## src/rtl/kbd_scan_ctrl_pkg.sv

```systemverilog
// kbd_scan_ctrl_pkg: shared FSM states and PS/2 scan-code constants.
package kbd_scan_ctrl_pkg;
  typedef enum logic [1:0] {S_IDLE, S_POP, S_GAP} state_t;
  localparam logic [7:0] BREAK_CODE = 8'hF0;
  localparam logic [7:0] EXT_CODE   = 8'hE0;
  localparam logic [7:0] NO_ASCII   = 8'h00;
endpackage

```

## src/rtl/kbd_scan_ctrl_scancode_ascii.sv

```systemverilog
// scancode_ascii: set-2 scan code to lowercase ASCII for letters, digits and space.
module scancode_ascii
  import kbd_scan_ctrl_pkg::*;
(
  input  logic [7:0] code,
  output logic [7:0] ascii
);
  always_comb begin
    ascii = NO_ASCII;
    case (code)
      8'h1C: ascii = 8'h61;
      8'h32: ascii = 8'h62;
      8'h21: ascii = 8'h63;
      8'h23: ascii = 8'h64;
      8'h24: ascii = 8'h65;
      8'h2B: ascii = 8'h66;
      8'h34: ascii = 8'h67;
      8'h33: ascii = 8'h68;
      8'h43: ascii = 8'h69;
      8'h3B: ascii = 8'h6A;
      8'h42: ascii = 8'h6B;
      8'h4B: ascii = 8'h6C;
      8'h3A: ascii = 8'h6D;
      8'h31: ascii = 8'h6E;
      8'h44: ascii = 8'h6F;
      8'h4D: ascii = 8'h70;
      8'h15: ascii = 8'h71;
      8'h2D: ascii = 8'h72;
      8'h1B: ascii = 8'h73;
      8'h2C: ascii = 8'h74;
      8'h3C: ascii = 8'h75;
      8'h2A: ascii = 8'h76;
      8'h1D: ascii = 8'h77;
      8'h22: ascii = 8'h78;
      8'h35: ascii = 8'h79;
      8'h1A: ascii = 8'h7A;
      8'h45: ascii = 8'h30;
      8'h16: ascii = 8'h31;
      8'h1E: ascii = 8'h32;
      8'h26: ascii = 8'h33;
      8'h25: ascii = 8'h34;
      8'h2E: ascii = 8'h35;
      8'h36: ascii = 8'h36;
      8'h3D: ascii = 8'h37;
      8'h3E: ascii = 8'h38;
      8'h46: ascii = 8'h39;
      8'h29: ascii = 8'h20;
      default: ascii = NO_ASCII;
    endcase
  end
endmodule

```

## src/rtl/kbd_scan_ctrl.sv

```systemverilog
// kbd_scan_ctrl: pops bytes from the ps2_keyboard FIFO and tracks the single most recent held key.
module kbd_scan_ctrl
  import kbd_scan_ctrl_pkg::*;
#(
  parameter int CNT_W   = 8,
  parameter int GAP_CYC = 1
) (
  input  logic             clk,
  input  logic             clrn,
  input  logic [7:0]       kb_data,
  input  logic             kb_ready,
  input  logic             kb_overflow,
  output logic             nextdata_n,
  output logic [7:0]       key_code,
  output logic             key_ext,
  output logic             key_down,
  output logic [7:0]       key_ascii,
  output logic             key_event,
  output logic [CNT_W-1:0] press_cnt,
  output logic             ovf_seen
);
  localparam int GW = GAP_CYC > 1 ? $clog2(GAP_CYC) : 1;
  state_t state, state_nx;
  logic [GW-1:0] gap_cnt;
  logic [7:0] byte_r, rom_ascii;
  logic brk_f, ext_f, pop, is_brk, is_ext, same, make_new;
  always_ff @(posedge clk or negedge clrn) begin
    if (!clrn) begin
      state   <= S_IDLE;
      gap_cnt <= '0;
    end else begin
      state   <= state_nx;
      gap_cnt <= state == S_GAP ? gap_cnt + 1'b1 : '0;
    end
  end
  always_comb begin
    state_nx   = state == S_IDLE ? (kb_ready ? S_POP : S_IDLE) :
                 state == S_POP  ? S_GAP :
                 (gap_cnt == GW'(GAP_CYC - 1) ? S_IDLE : S_GAP);
    nextdata_n = state != S_POP;
  end
  // A make matching the held key (code and prefix) is typematic repeat, not a new press.
  always_comb begin
    pop      = state == S_POP;
    is_brk   = byte_r == BREAK_CODE;
    is_ext   = byte_r == EXT_CODE;
    same     = byte_r == key_code && ext_f == key_ext;
    make_new = pop && !is_brk && !is_ext && !brk_f && !(key_down && same);
  end
  always_ff @(posedge clk or negedge clrn) begin
    if (!clrn) begin
      byte_r    <= '0;
      brk_f     <= 1'b0;
      ext_f     <= 1'b0;
      key_code  <= '0;
      key_ext   <= 1'b0;
      key_down  <= 1'b0;
      key_event <= 1'b0;
      press_cnt <= '0;
      ovf_seen  <= 1'b0;
    end else begin
      key_event <= make_new;
      ovf_seen  <= ovf_seen | kb_overflow;
      if (state == S_IDLE && kb_ready) byte_r <= kb_data;
      if (pop) begin
        if (is_brk) brk_f <= 1'b1;
        else if (is_ext) ext_f <= 1'b1;
        else begin
          brk_f <= 1'b0;
          ext_f <= 1'b0;
          if (brk_f && same) key_down <= 1'b0;
          if (make_new) begin
            key_code  <= byte_r;
            key_ext   <= ext_f;
            key_down  <= 1'b1;
            press_cnt <= press_cnt + 1'b1;
          end
        end
      end
    end
  end
  scancode_ascii u_rom (.code(key_code), .ascii(rom_ascii));
  assign key_ascii = key_ext ? NO_ASCII : rom_ascii;
endmodule

```

## config.mk

```make
export PLATFORM = sky130hd
export DESIGN_NAME = kbd_scan_ctrl
export DESIGN_NICKNAME = d
export VERILOG_FILES = /design/src/rtl/kbd_scan_ctrl_pkg.sv /design/src/rtl/kbd_scan_ctrl_scancode_ascii.sv /design/src/rtl/kbd_scan_ctrl.sv
export SDC_FILE = /design/constraint.sdc
export NUM_CORES = 1
export LEC_CHECK = 0
export CAP_MARGIN = 20
export CORE_MARGIN = 4
export CORE_UTILIZATION = 45
export CTS_CLUSTER_DIAMETER = 50
export DETAILED_ROUTE_END_ITERATION = 16
export PLACE_DENSITY_LB_ADDON = 0.12
export SYNTH_ARGS = -nofsm -noshare
export SYNTH_HDL_FRONTEND = slang
export SYNTH_SLANG_ARGS = --single-unit
```

## constraint.sdc

```tcl
create_clock -name clk -period 2.57 [get_ports clk]
set_input_delay 0.3855 -clock clk [delete_from_list [all_inputs] [get_ports clk]]
set_output_delay 0.3855 -clock clk [all_outputs]
set_load 0.03 [all_outputs]
```

==> flow_metrics.py <==
metrics = {
    "placement": {
        "post-dp-hpwl_mm": 4.17,
        "dp_slack_ps": 112,
        "gp_congestion": 0.930,
        "portBuffers": 39,
    },
    "die": {
        "rows": 25,
        "io_pins": 41,
        "die_h_microns": 78.2,
        "die-width_microns": 78.2,
        "die-area_sq_um": 6110,
        "core_sq_um": 4750,
        "initial_core_util": 0.466,
    },
    "grt": {
        "grt_pass1_vias": 2072,
        "grt_overflow": 0,
        "antenna_found_initial": 0,
        "grt_usage": 0.207,
        "grt_start_max_net_pins": 34,
        "grt_pass1_wl_mm": 10.0,
    },
    "setup_path": {
        "start_kind": "flip-flop",
        "critical_path_required_ps": 2180,
        "endpoint": "key_ascii[1]",
        "crit_start": "key_code[3]",
        "critPathKind": "flip-flop to output port",
        "reg2reg_from": "key_code[3]",
        "worstPathArrival_ps": 2170,
        "critPathBufInv": 2,
        "worstRegToRegCells": 7,
        "ff2ff_setup_slack_ps": 360,
        "crit_chain": "buf_4 > nand2_1 > and3_1 > or4_4 > a31oi_4 > o21a_2 > buf_6",
        "cp_slowest_stage_delay_ps": 500,
        "reg2reg_to": "key_code[3]",
        "crit_cells": 7,
        "cp-end-kind": "output port",
        "crit_family": "simple AND/OR/NAND/NOR gates",
        "critPathSlowestCell": "dfrtp_2",
        "crit_fanout": 12,
    },
    "logic_synthesis": {
        "synth.avg_cell_area_sq_um": 9.24,
        "netlist_instances": 240,
        "yosys_most_used_dff": "dfrtp_1",
        "ys_seq_area_frac": 0.372,
        "ys_ff_latch": 33,
        "async_flop_share": 1.00,
        "synth_cell_type_count": 51,
        "synthesis.area_sq_um": 2220,
        "synth_nets": 260,
        "synth_edf_count": 0,
        "yosysWarnings": 0,
    },
    "cells_and_area": {
        "drive_gt1_frac": 0.285,
        "final_cell_mix": "clkdlybuf4s50_1 (32), buf_4 (32), dfrtp_1 (28), nand2_1 (19), nor2_1 (17)",
        "fin_util": 0.649,
        "antenna_cells": 0,
        "nets": 324,
        "fillers": 416,
        "area_growth_syn_to_layout_pct": 39.2,
    },
    "timing": {
        "fin_hold_ws_ps": 443,
        "rsz0062_at_grt": "true",
        "max_freq_ghz": 0.392,
        "fin_crit_sh": 0.993,
        "setup_ws_ps": 17.0,
        "finalCriticalPeriod_ps": 2550,
        "slew_violations": 0,
        "setup_violations": 0,
        "skew_ps": 7.94,
        "hold_violations": 0,
    },
    "drt": {
        "ant_nets": 0,
        "routed_wl_mm": 6.03,
        "viasPerCell": 5.54,
        "wl_per_cell_microns": 16.2,
        "num_vias": 2061,
        "firstDrtPassIters": 4,
        "drt_iter0_drc": 112,
        "drc": 0,
    },
    "cts": {
        "clock-sinks": 33,
        "clockBufferDepth": 2,
        "insertion_delay_ps": 290,
        "cts_buffers": 5,
        "cts_tree": "yes",
        "clockRootBuffer": "clkbuf_8",
        "cts.clk_slew.worst_paths_ps": 60,
        "htreeDepth": 2,
    },
    "power_and_ir_drop": {
        "pwr-share-clk": 0.091,
        "p_int_uw": 2300,
        "power_uw": 4320,
        "pwr-share-comb": 0.663,
        "power.density_nw_per_um2": 1400,
        "p_seq_frac": 0.246,
        "leakage_uw": 0.00130,
        "sw_frac_of_total": 0.468,
        "switchingPower_uw": 2020,
        "peakVddDrop_uv": 690,
    },
    "outcome": {
        "status": "completed",
    },
    "run": {
        "timing.max_cap.violations": 0,
    },
    "min_path": {
        "hold_path_startpoint": "gap_cnt",
        "hp-class": "flip-flop to flip-flop",
    },
}
==> cells in the mapped netlist (3+ instances only) <==
master,number,area [sq um]
ha_1,8,100
nand2b_1,12,75.1
xor2_1,10,87.6
dfrtp_1,33,826
o21ai_0,13,65.1
o221ai_1,3,26.3
a211oi_1,3,22.5
a21oi_1,10,50.1
clkbuf_1,7,26.3
nor2b_1,4,25.0
nand2_1,20,75.1
and3_1,4,25.0
nor2_1,17,63.8
mux2_4,4,60.1
o22ai_1,3,18.8
o211ai_1,4,30.0
nor3_1,5,25.0
nand4_1,3,18.8
a31oi_1,5,31.3
buf_2,6,30.0
xnor2_1,6,52.6
nand3_1,7,35.0
mux2_2,11,124
inv_1,7,26.3
==> how the worst min path moves through the flow <==
stage | to | slack (ps) | depth (start not counted)
after global placement | gap_cnt | 420 | 1
after global routing | gap_cnt | 490 | 1
final | gap_cnt | 440 | 1
after floorplan | brk_f | 90 | 0
after detailed placement | gap_cnt | 440 | 1
after CTS | gap_cnt | 450 | 1
==> power by group through the flow <==
stage / logic [uW] / clock network (uW) / registers [uW]
after global routing: 3090 / 424 / 1110
after CTS: 2760 / 408 / 1050
after detailed placement: 2500 / 0 / 1070
final: 2860 / 393 / 1060
after floorplan: 1490 / 0 / 1190
after global placement: 2490 / 0 / 1070
==> kinds of logic (layout without fill, tap and decap cells) <==
| family | count (synthesis) | in the layout | share of synthesized area |
|---|---|---|---|
| and+or+nand+nor | 84 | 84 | 0.196 |
| AOI/OAI and AO/OA | 58 | 58 | 0.180 |
| DFF | 33 | 33 | 0.372 |
| buffers and inverters | 23 | 88 | 0.0491 |
| muxes | 17 | 17 | 0.0920 |
| xor gates and xnor gates | 16 | 16 | 0.0632 |
| adders and majority gates | 8 | 8 | 0.0451 |
| other | 1 | 1 | 0.00169 |
==> through the flow <==
stage / std cells / TNS, ps / instance area [sq um]
final: 372 / 0 / 3090
after detailed placement: 353 / 0 / 2790
after global placement: 353 / 0 / 2790
after floorplan: 240 / 0 / 2240
after CTS: 371 / -18.1 / 3030
after global routing: 372 / -91.8 / 3090
==> what timing repair did <==
action                                  CTS  global route
pin swaps                                 7             8
endpoints found under the setup margin    5             5
hold buffers                              0             0
gates cloned                              0             0
resized for setup                        22            13
buffers inserted                         10             1
==> layer usage <==
metal | part of all wire | track usage | up-vias
met5 | 0 | 0 | -
met4 | 0.037 | 0.115 | 0
met3 | 0.042 | 0.0356 | 19
met2 | 0.50 | 0.351 | 58
met1 | 0.42 | 0.249 | 993
li1 | - | - | 991
==> layout make-up <==
| class | instances | area (sq um) | area share |
|---|---|---|---|
| multi-input combinational | 184 | 1400 | 0.453 |
| inverter | 7 | 26.3 | 0.00852 |
| timing repair buffer | 73 | 656 | 0.212 |
| tap | 67 | 83.8 | 0.0272 |
| clock buffer | 8 | 90.1 | 0.0292 |
| sequential | 33 | 832 | 0.270 |
==> flip-flops by register name, summed over array words and instances (netlist names) <==
register	count
brk_f	1
state	2
press_cnt	8
key_event	1
ext_f	1
gap_cnt	1
key_ext	1
key_down	1
byte_r	8
ovf_seen	1
key_code	8
No activity file was read; power rests on OpenSTA's default activity.
